[config.mk]
export PLATFORM = sky130hd
export DESIGN_NAME = mem_port_arbiter
export DESIGN_NICKNAME = d
export VERILOG_FILES = /design/src/rtl/mem_port_arbiter.sv
export SDC_FILE = /design/constraint.sdc
export NUM_CORES = 1
export LEC_CHECK = 0
export CORE_AREA = 4 4 201 203
export DETAILED_ROUTE_END_ITERATION = 8
export DIE_AREA = 0 0 205 207
export DONT_BUFFER_PORTS = 1
export GPL_TIMING_DRIVEN = 1
export SLEW_MARGIN = 20
export SYNTH_ARGS = -nofsm -noshare
export SYNTH_HDL_FRONTEND = slang
export SYNTH_SLANG_ARGS = --single-unit
export TNS_END_PERCENT = 100
[constraint.sdc]
create_clock -name clk -period 1.55 [get_ports clk]
set_clock_uncertainty 0.05 [all_clocks]
set_input_delay 0.31 -clock clk [delete_from_list [all_inputs] [get_ports clk]]
set_output_delay 0.31 -clock clk [all_outputs]
set_load 0.05 [all_outputs]
[src/rtl/mem_port_arbiter.sv]
// mem_port_arbiter: shares one memory-bus master port between the I-cache and D-cache,
// granting whole-line transactions round-robin and draining flushed I-side reads.
module mem_port_arbiter #(
    parameter int ADDR_W = 64,
    parameter int DATA_W = 64,
    parameter int BEATS  = 8
) (
    input  logic              clk,
    input  logic              reset,
    input  logic              i_req,
    input  logic [ADDR_W-1:0] i_addr,
    input  logic              i_cancel,
    output logic              i_rvalid,
    output logic [DATA_W-1:0] i_rdata,
    output logic              i_done,
    input  logic              d_req,
    input  logic              d_we,
    input  logic [ADDR_W-1:0] d_addr,
    input  logic [DATA_W-1:0] d_wdata,
    output logic              d_wnext,
    output logic              d_rvalid,
    output logic [DATA_W-1:0] d_rdata,
    output logic              d_done,
    output logic              bus_req,
    output logic              bus_we,
    output logic [ADDR_W-1:0] bus_addr,
    input  logic              bus_reqack,
    output logic [DATA_W-1:0] bus_wdata,
    output logic              bus_wvalid,
    input  logic              bus_rvalid,
    input  logic [DATA_W-1:0] bus_rdata,
    output logic              bus_rack
);
    localparam int CW = $clog2(BEATS);
    typedef enum logic [1:0] {IDLE, ADDR, WDATA, RDATA} state_t;
    state_t state, state_n;
    logic owner_d, owner_d_n, we, we_n, discard, discard_n, last_d, last_d_n;
    logic [ADDR_W-1:0] addr, addr_n;
    logic [CW-1:0] cnt, cnt_n;
    logic i_ok, grant_d, last_beat, rbeat;
    always_ff @(posedge clk) begin
        if (reset) begin
            state   <= IDLE;
            owner_d <= 1'b0;
            we      <= 1'b0;
            addr    <= '0;
            cnt     <= '0;
            discard <= 1'b0;
            last_d  <= 1'b1;
        end else begin
            state   <= state_n;
            owner_d <= owner_d_n;
            we      <= we_n;
            addr    <= addr_n;
            cnt     <= cnt_n;
            discard <= discard_n;
            last_d  <= last_d_n;
        end
    end
    always_comb begin
        i_ok      = i_req & ~i_cancel;
        grant_d   = d_req & (~i_ok | ~last_d);
        last_beat = cnt == CW'(BEATS - 1);
        rbeat     = (state == RDATA) & bus_rvalid;
        state_n   = state;
        owner_d_n = owner_d;
        we_n      = we;
        addr_n    = addr;
        cnt_n     = cnt;
        last_d_n  = last_d;
        discard_n = discard | (i_cancel & ~owner_d & ((state == ADDR) | (state == RDATA)));
        case (state)
            IDLE: begin
                discard_n = 1'b0;
                if (i_ok | d_req) begin
                    state_n   = ADDR;
                    owner_d_n = grant_d;
                    last_d_n  = grant_d;
                    we_n      = grant_d & d_we;
                    addr_n    = grant_d ? d_addr : i_addr;
                end
            end
            ADDR: begin
                if (bus_reqack) begin
                    state_n = we ? WDATA : RDATA;
                    cnt_n   = '0;
                end
            end
            WDATA: begin
                cnt_n   = cnt + 1'b1;
                state_n = last_beat ? IDLE : WDATA;
            end
            default: begin
                if (bus_rvalid) begin
                    cnt_n   = cnt + 1'b1;
                    state_n = last_beat ? IDLE : RDATA;
                end
            end
        endcase
    end
    assign bus_req    = state == ADDR;
    assign bus_we     = we;
    assign bus_addr   = addr;
    assign bus_wvalid = state == WDATA;
    assign bus_wdata  = d_wdata;
    assign d_wnext    = bus_wvalid;
    assign bus_rack   = rbeat;
    // A cancel in the same cycle as a beat must already hide that beat.
    assign i_rvalid   = rbeat & ~owner_d & ~discard & ~i_cancel;
    assign i_done     = i_rvalid & last_beat;
    assign d_rvalid   = rbeat & owner_d;
    assign d_done     = (bus_wvalid | d_rvalid) & last_beat;
    assign i_rdata    = bus_rdata;
    assign d_rdata    = bus_rdata;
endmodule

* Word-level counts from Yosys, hierarchy flattened
Cells that the tools add are included.
** Word-level totals
- Register bits :: 73
- Word-level logic and storage cells :: 55
** Operators by class
- Multiplexer cells :: 11
- Reductions and logical operators :: 7
- Equal/unequal tests :: 6
- Add/subtract/negate cells :: 1
- Bitwise gates (word level) :: 23
** Operator list (number)
- 64-bit 2-to-1 mux :: 1
- 1-bit AND :: 12
- 2-bit 2-to-1 mux :: 5
- 3-bit case mux with 3 select lines :: 1
- 3-bit 2-to-1 mux :: 2
- 1-bit inverter :: 6
- 2-bit case mux with 3 select lines :: 1
- 3-bit AND reduction :: 2
- 1-bit OR :: 5
- 2-bit equality test, second input constant :: 2
- 4-bit nonzero test :: 1
- 3-bit by 1-bit adder with 3-bit output, second input constant :: 1
- 3-bit equality test, second input constant :: 1
- 3-bit nonzero test :: 1
- 2-bit by 1-bit equality test with 1-bit output, second input constant :: 1
- 2-bit logical NOT :: 1
- 2-bit by 1-bit != test with 1-bit output, second input constant :: 1
- 2-bit != test, second input constant :: 1
- 2-bit AND reduction :: 1
- 2-bit OR reduction :: 1
- 1-bit 2-to-1 mux :: 1

* Logic depth before layout (Yosys ltp)
- Depth after elaboration :: 6
- Gate-level depth with buffers :: 8

* Worst setup path after synthesis
OpenSTA, ideal clock, no wires.
- Path type :: reg2out
- Start :: reg state[0]
- End :: out i_done
- Data required time :: 1190 ps
- Path slack :: -2154 ps
- Buffers on the path :: 0
- Arrival time :: 3344 ps
- Stages on the path, launching flop included :: 5
- Path through :: dfxtp_1 > ha_1 > and2_1 > nor4b_1 > and2_1
** On the way
- Longest elaborated chain between the ends :: 6
** RTL lines
- from (decl) :: line 36 : state_t state, state_n;
- from (signal assigned) :: line 51 : state <= state_n;
- 2-bit equality test :: line 64 : rbeat = (state == RDATA) & bus_rvalid;
- 1-bit AND :: line 64
- named net bus_rack :: line 32 : output logic bus_rack
- 1-bit AND (3 in series) :: line 109 : assign i_rvalid = rbeat & ~owner_d & ~discard & ~i_cancel;
- named net i_rvalid :: line 13 : output logic i_rvalid,
- 1-bit AND :: line 110 : assign i_done = i_rvalid & last_beat;
- to (decl) :: line 15 : output logic i_done,
The timed path passes the listed nets, and every way through them passes these cells.

* Final worst setup path
- Start :: reg state[0]
- End :: out i_done
** On the way
- Longest elaborated chain between the ends :: 6
** RTL lines (line)
- 2-bit equality test :: 64
- 1-bit AND :: 64
- 1-bit AND (3 in series) :: 109
- 1-bit AND :: 110
Every way passes these cells.

==> flow_metrics.py <==
metrics = {
    "placed_design": {
        "placed_cells": 944,
        "gp_congestion": 0.772,
        "hpwl_um": 18800,
        "port_buffers": 0,
    },
    "pwr": {
        "switchingPower_uw": 6210,
        "pwr-share-seq_pct": 34.6,
        "powerDensity_nw_per_um2": 2200,
        "p_clk_share_pct": 19.0,
        "p_sw_share_pct": 46.3,
        "p_leak_uw": 0.00217,
        "comb_power_share_pct": 46.5,
        "p_int_uw": 7200,
        "peakVddDrop_mv": 1.19,
    },
    "yosys": {
        "yosysSeqAreaShare_pct": 31.1,
        "yosys_warnings": 0,
        "synth_nets": 880,
        "syn_area_per_cell_um2": 7.72,
        "synth_area_leaders": "buf_4 (31%), dfxtp_1 (31%), a21oi_1 (14%)",
        "synth_top_area_share_pct": 31.4,
        "mappedNetlistArea_um2": 4700,
        "postSynthCellCount": 609,
        "yosys_register_bits": 73,
        "synth_largest_area_cell": "buf_4",
        "synth_cell_types": 38,
    },
    "worst_setup_path": {
        "crit_type": "register to primary output",
        "arrival_ps": 1550,
        "r2r_end": "state[1]$_SDFFE_PP0P_",
        "cp-end-kind": "primary output",
        "worstPathRequired_ps": 1190,
        "reg2reg_from": "state[1]$_SDFFE_PP0P_",
        "reg2reg_depth": 8,
        "start_kind": "register",
        "r2r_slack_ps": -160,
        "cp_max_fo": 3,
    },
    "routing": {
        "drt_iter0_drc": 224,
        "wl_um": 25500,
        "remaining_drc_errors": 0,
        "vias": 3910,
        "antenna_left": 0,
        "wl_per_cell_um": 24.5,
        "first_pass_iters": 4,
        "vias_per_cell": 3.77,
    },
    "layout": {
        "final_cell_mix": "a21oi_1 (91), dfxtp_1 (71), nand2_1 (66)",
        "antennaDiodeCount": 0,
        "area_delta_synth_final_pct": 29.4,
        "drive_above_1_share_pct": 36.2,
        "final_common_cell": "a21oi_1",
        "fin_nets": 786,
        "fin_cells": 1038,
    },
    "global_routing": {
        "grt_pass1_vias": 4118,
        "grt_max_degree": 46,
        "antenna_found_initial": 2,
        "grt_pass1_wl_um": 32900,
        "grt_overflow_total": 0,
        "grt.total_usage_pct": 11.3,
    },
    "sta": {
        "max_slew_margin_pct": 59.3,
        "max_freq_mhz": 524,
        "whs_ps": 36.2,
        "maxSlewViolCount": 0,
        "min_period_ps": 1910,
        "finalSetupViolations": 78,
        "layout_setup_ws_ps": -357,
        "grt_setup_unrepaired": "true",
        "post-route-period-util_pct": 123,
        "finalHoldViolCount": 0,
        "worst_pin_slew_ps": 610,
    },
    "clock_network": {
        "clk_pin_slew_ps": 60,
        "ctsLongestPathBuffers": 2,
        "cts_max_level": 3,
        "cts_tree": "built",
        "clock_sinks": 73,
        "cts_made_buffers": 9,
        "cts_root_buffer": "clkbuf_16",
        "clock_latency_ps": 360,
    },
    "die": {
        "io_pins": 529,
        "initial_core_util_pct": 12.2,
        "die_h_um": 207,
        "fp.dieArea_um2": 42400,
        "core_area_um2": 38500,
        "row_count": 72,
        "die_w_um": 205,
    },
    "hold_path": {
        "holdPathStages": 2,
        "min_path_type": "primary input to register",
        "min_from": "d_addr[12]",
        "holdPathEnd": "bus_addr[12]$_SDFFE_PP0P_",
    },
    "run": {
        "cap_viol_max_count": 0,
    },
    "run_status": {
        "status": "complete, but fails checks",
        "violations": "setup timing",
    },
}
cells by family after synthesis:
group	synth area share, %
AO/OA/AOI/OAI	23.1
adder cells (fa/ha/maj)	1.86
buffers and inverters	35.8
multiplexers	0.213
AND/OR/NAND/NOR	7.93
flip-flops	31.1
area by class of cell:
type                    count  area (µm²)
multi-input cells         303        2050
clock buffers              10         239
repair buffers            124        1550
well taps                 518         648
flip-flops and latches     73        1470
inverters                   4        20.0
fillers                  4304       32400
clock inverters             6         113
synthesized netlist by cell type, drive strengths merged:
library cell  count
and2              2
nand2b            2
o21a              1
a21oi           128
nor3              3
nor2b             3
nor4b             1
a31oi             1
ha                7
buf             221
o311ai            1
and3              1
dfxtp            73
inv               4
nor3b             1
mux2i             1
nor2              8
a21boi            1
a221o             1
or3               1
a211oi            1
a41o              1
clkbuf            9
a22oi             3
nand2            66
o21ai            65
a311oi            1
a21o              1
a32oi             1
per-stage QoR:
stage                     power [µW]  utilization [%]  cell area [µm²]  setup WS [ps]  TNS, ps
after floorplan                 8110                -             4740           -552    -2090
after global placement          7980             11.0             4210           -114    -1570
after detailed placement        8060             11.0             4210           -186    -4210
after CTS                      13100             15.1             5800           -407    -8690
after global routing           14000             15.8             6090           -418   -14720
final                          13400             15.8             6090           -357    -9500
worst max-delay path, cell delays in order (launching register included):
cell	delay [ps]
dfxtp_4	350
buf_6	100
ha_4	120
and2_4	130
nor4b_4	200
and2_4	280
metal layers:
metal  global-route usage (%)  vias to the layer above  part of all wire, %
li1                         -                     1660                    -
met1                     9.38                     1761                   28
met2                     20.1                      400                   51
met3                     7.79                       89                   16
met4                     5.61                        0                  5.0
met5                        0                        -                    0
registers in the layout, summed over array words and instances (netlist names):
register	flops
bus_addr	64
bus_we	1
last_d	1
owner_d	1
cnt	3
discard	1
state	2
how the worst max path moves through the flow:
stage                                     start                         to  slack (ps)  cells after the start
after floorplan           state[1]$_SDFFE_PP0P_                     i_done        -550                      4
after global placement    state[0]$_SDFFE_PP0P_  bus_addr[54]$_SDFFE_PP0P_        -110                      7
after detailed placement  state[1]$_SDFFE_PP0P_  bus_addr[56]$_SDFFE_PP0P_        -190                      7
after CTS                 state[0]$_SDFFE_PP0P_                     i_done        -410                      5
after global routing      state[1]$_SDFFE_PP0P_                     i_done        -420                      5
final                     state[0]$_SDFFE_PP0P_                     i_done        -360                      5
power groups by stage:
| stage | Sequential [µW] | Combinational, µW | Clock (µW) |
|---|---|---|---|
| global route | 4700 | 6610 | 2700 |
| CTS | 4590 | 5800 | 2670 |
| floorplan | 4930 | 3180 | 0 |
| finish | 4630 | 6230 | 2540 |
| detailed placement | 4590 | 3480 | 0 |
| global placement | 4590 | 3380 | 0 |
timing repair:
item,CTS,global route
buffers inserted,21,3
endpoints found under the hold margin,52,0
gates cloned,12,1
endpoints found under the setup margin,77,80
pin swaps,11,24
hold buffers,45,0
gates resized for setup,116,64
No activity file was read; power rests on OpenSTA's default activity.
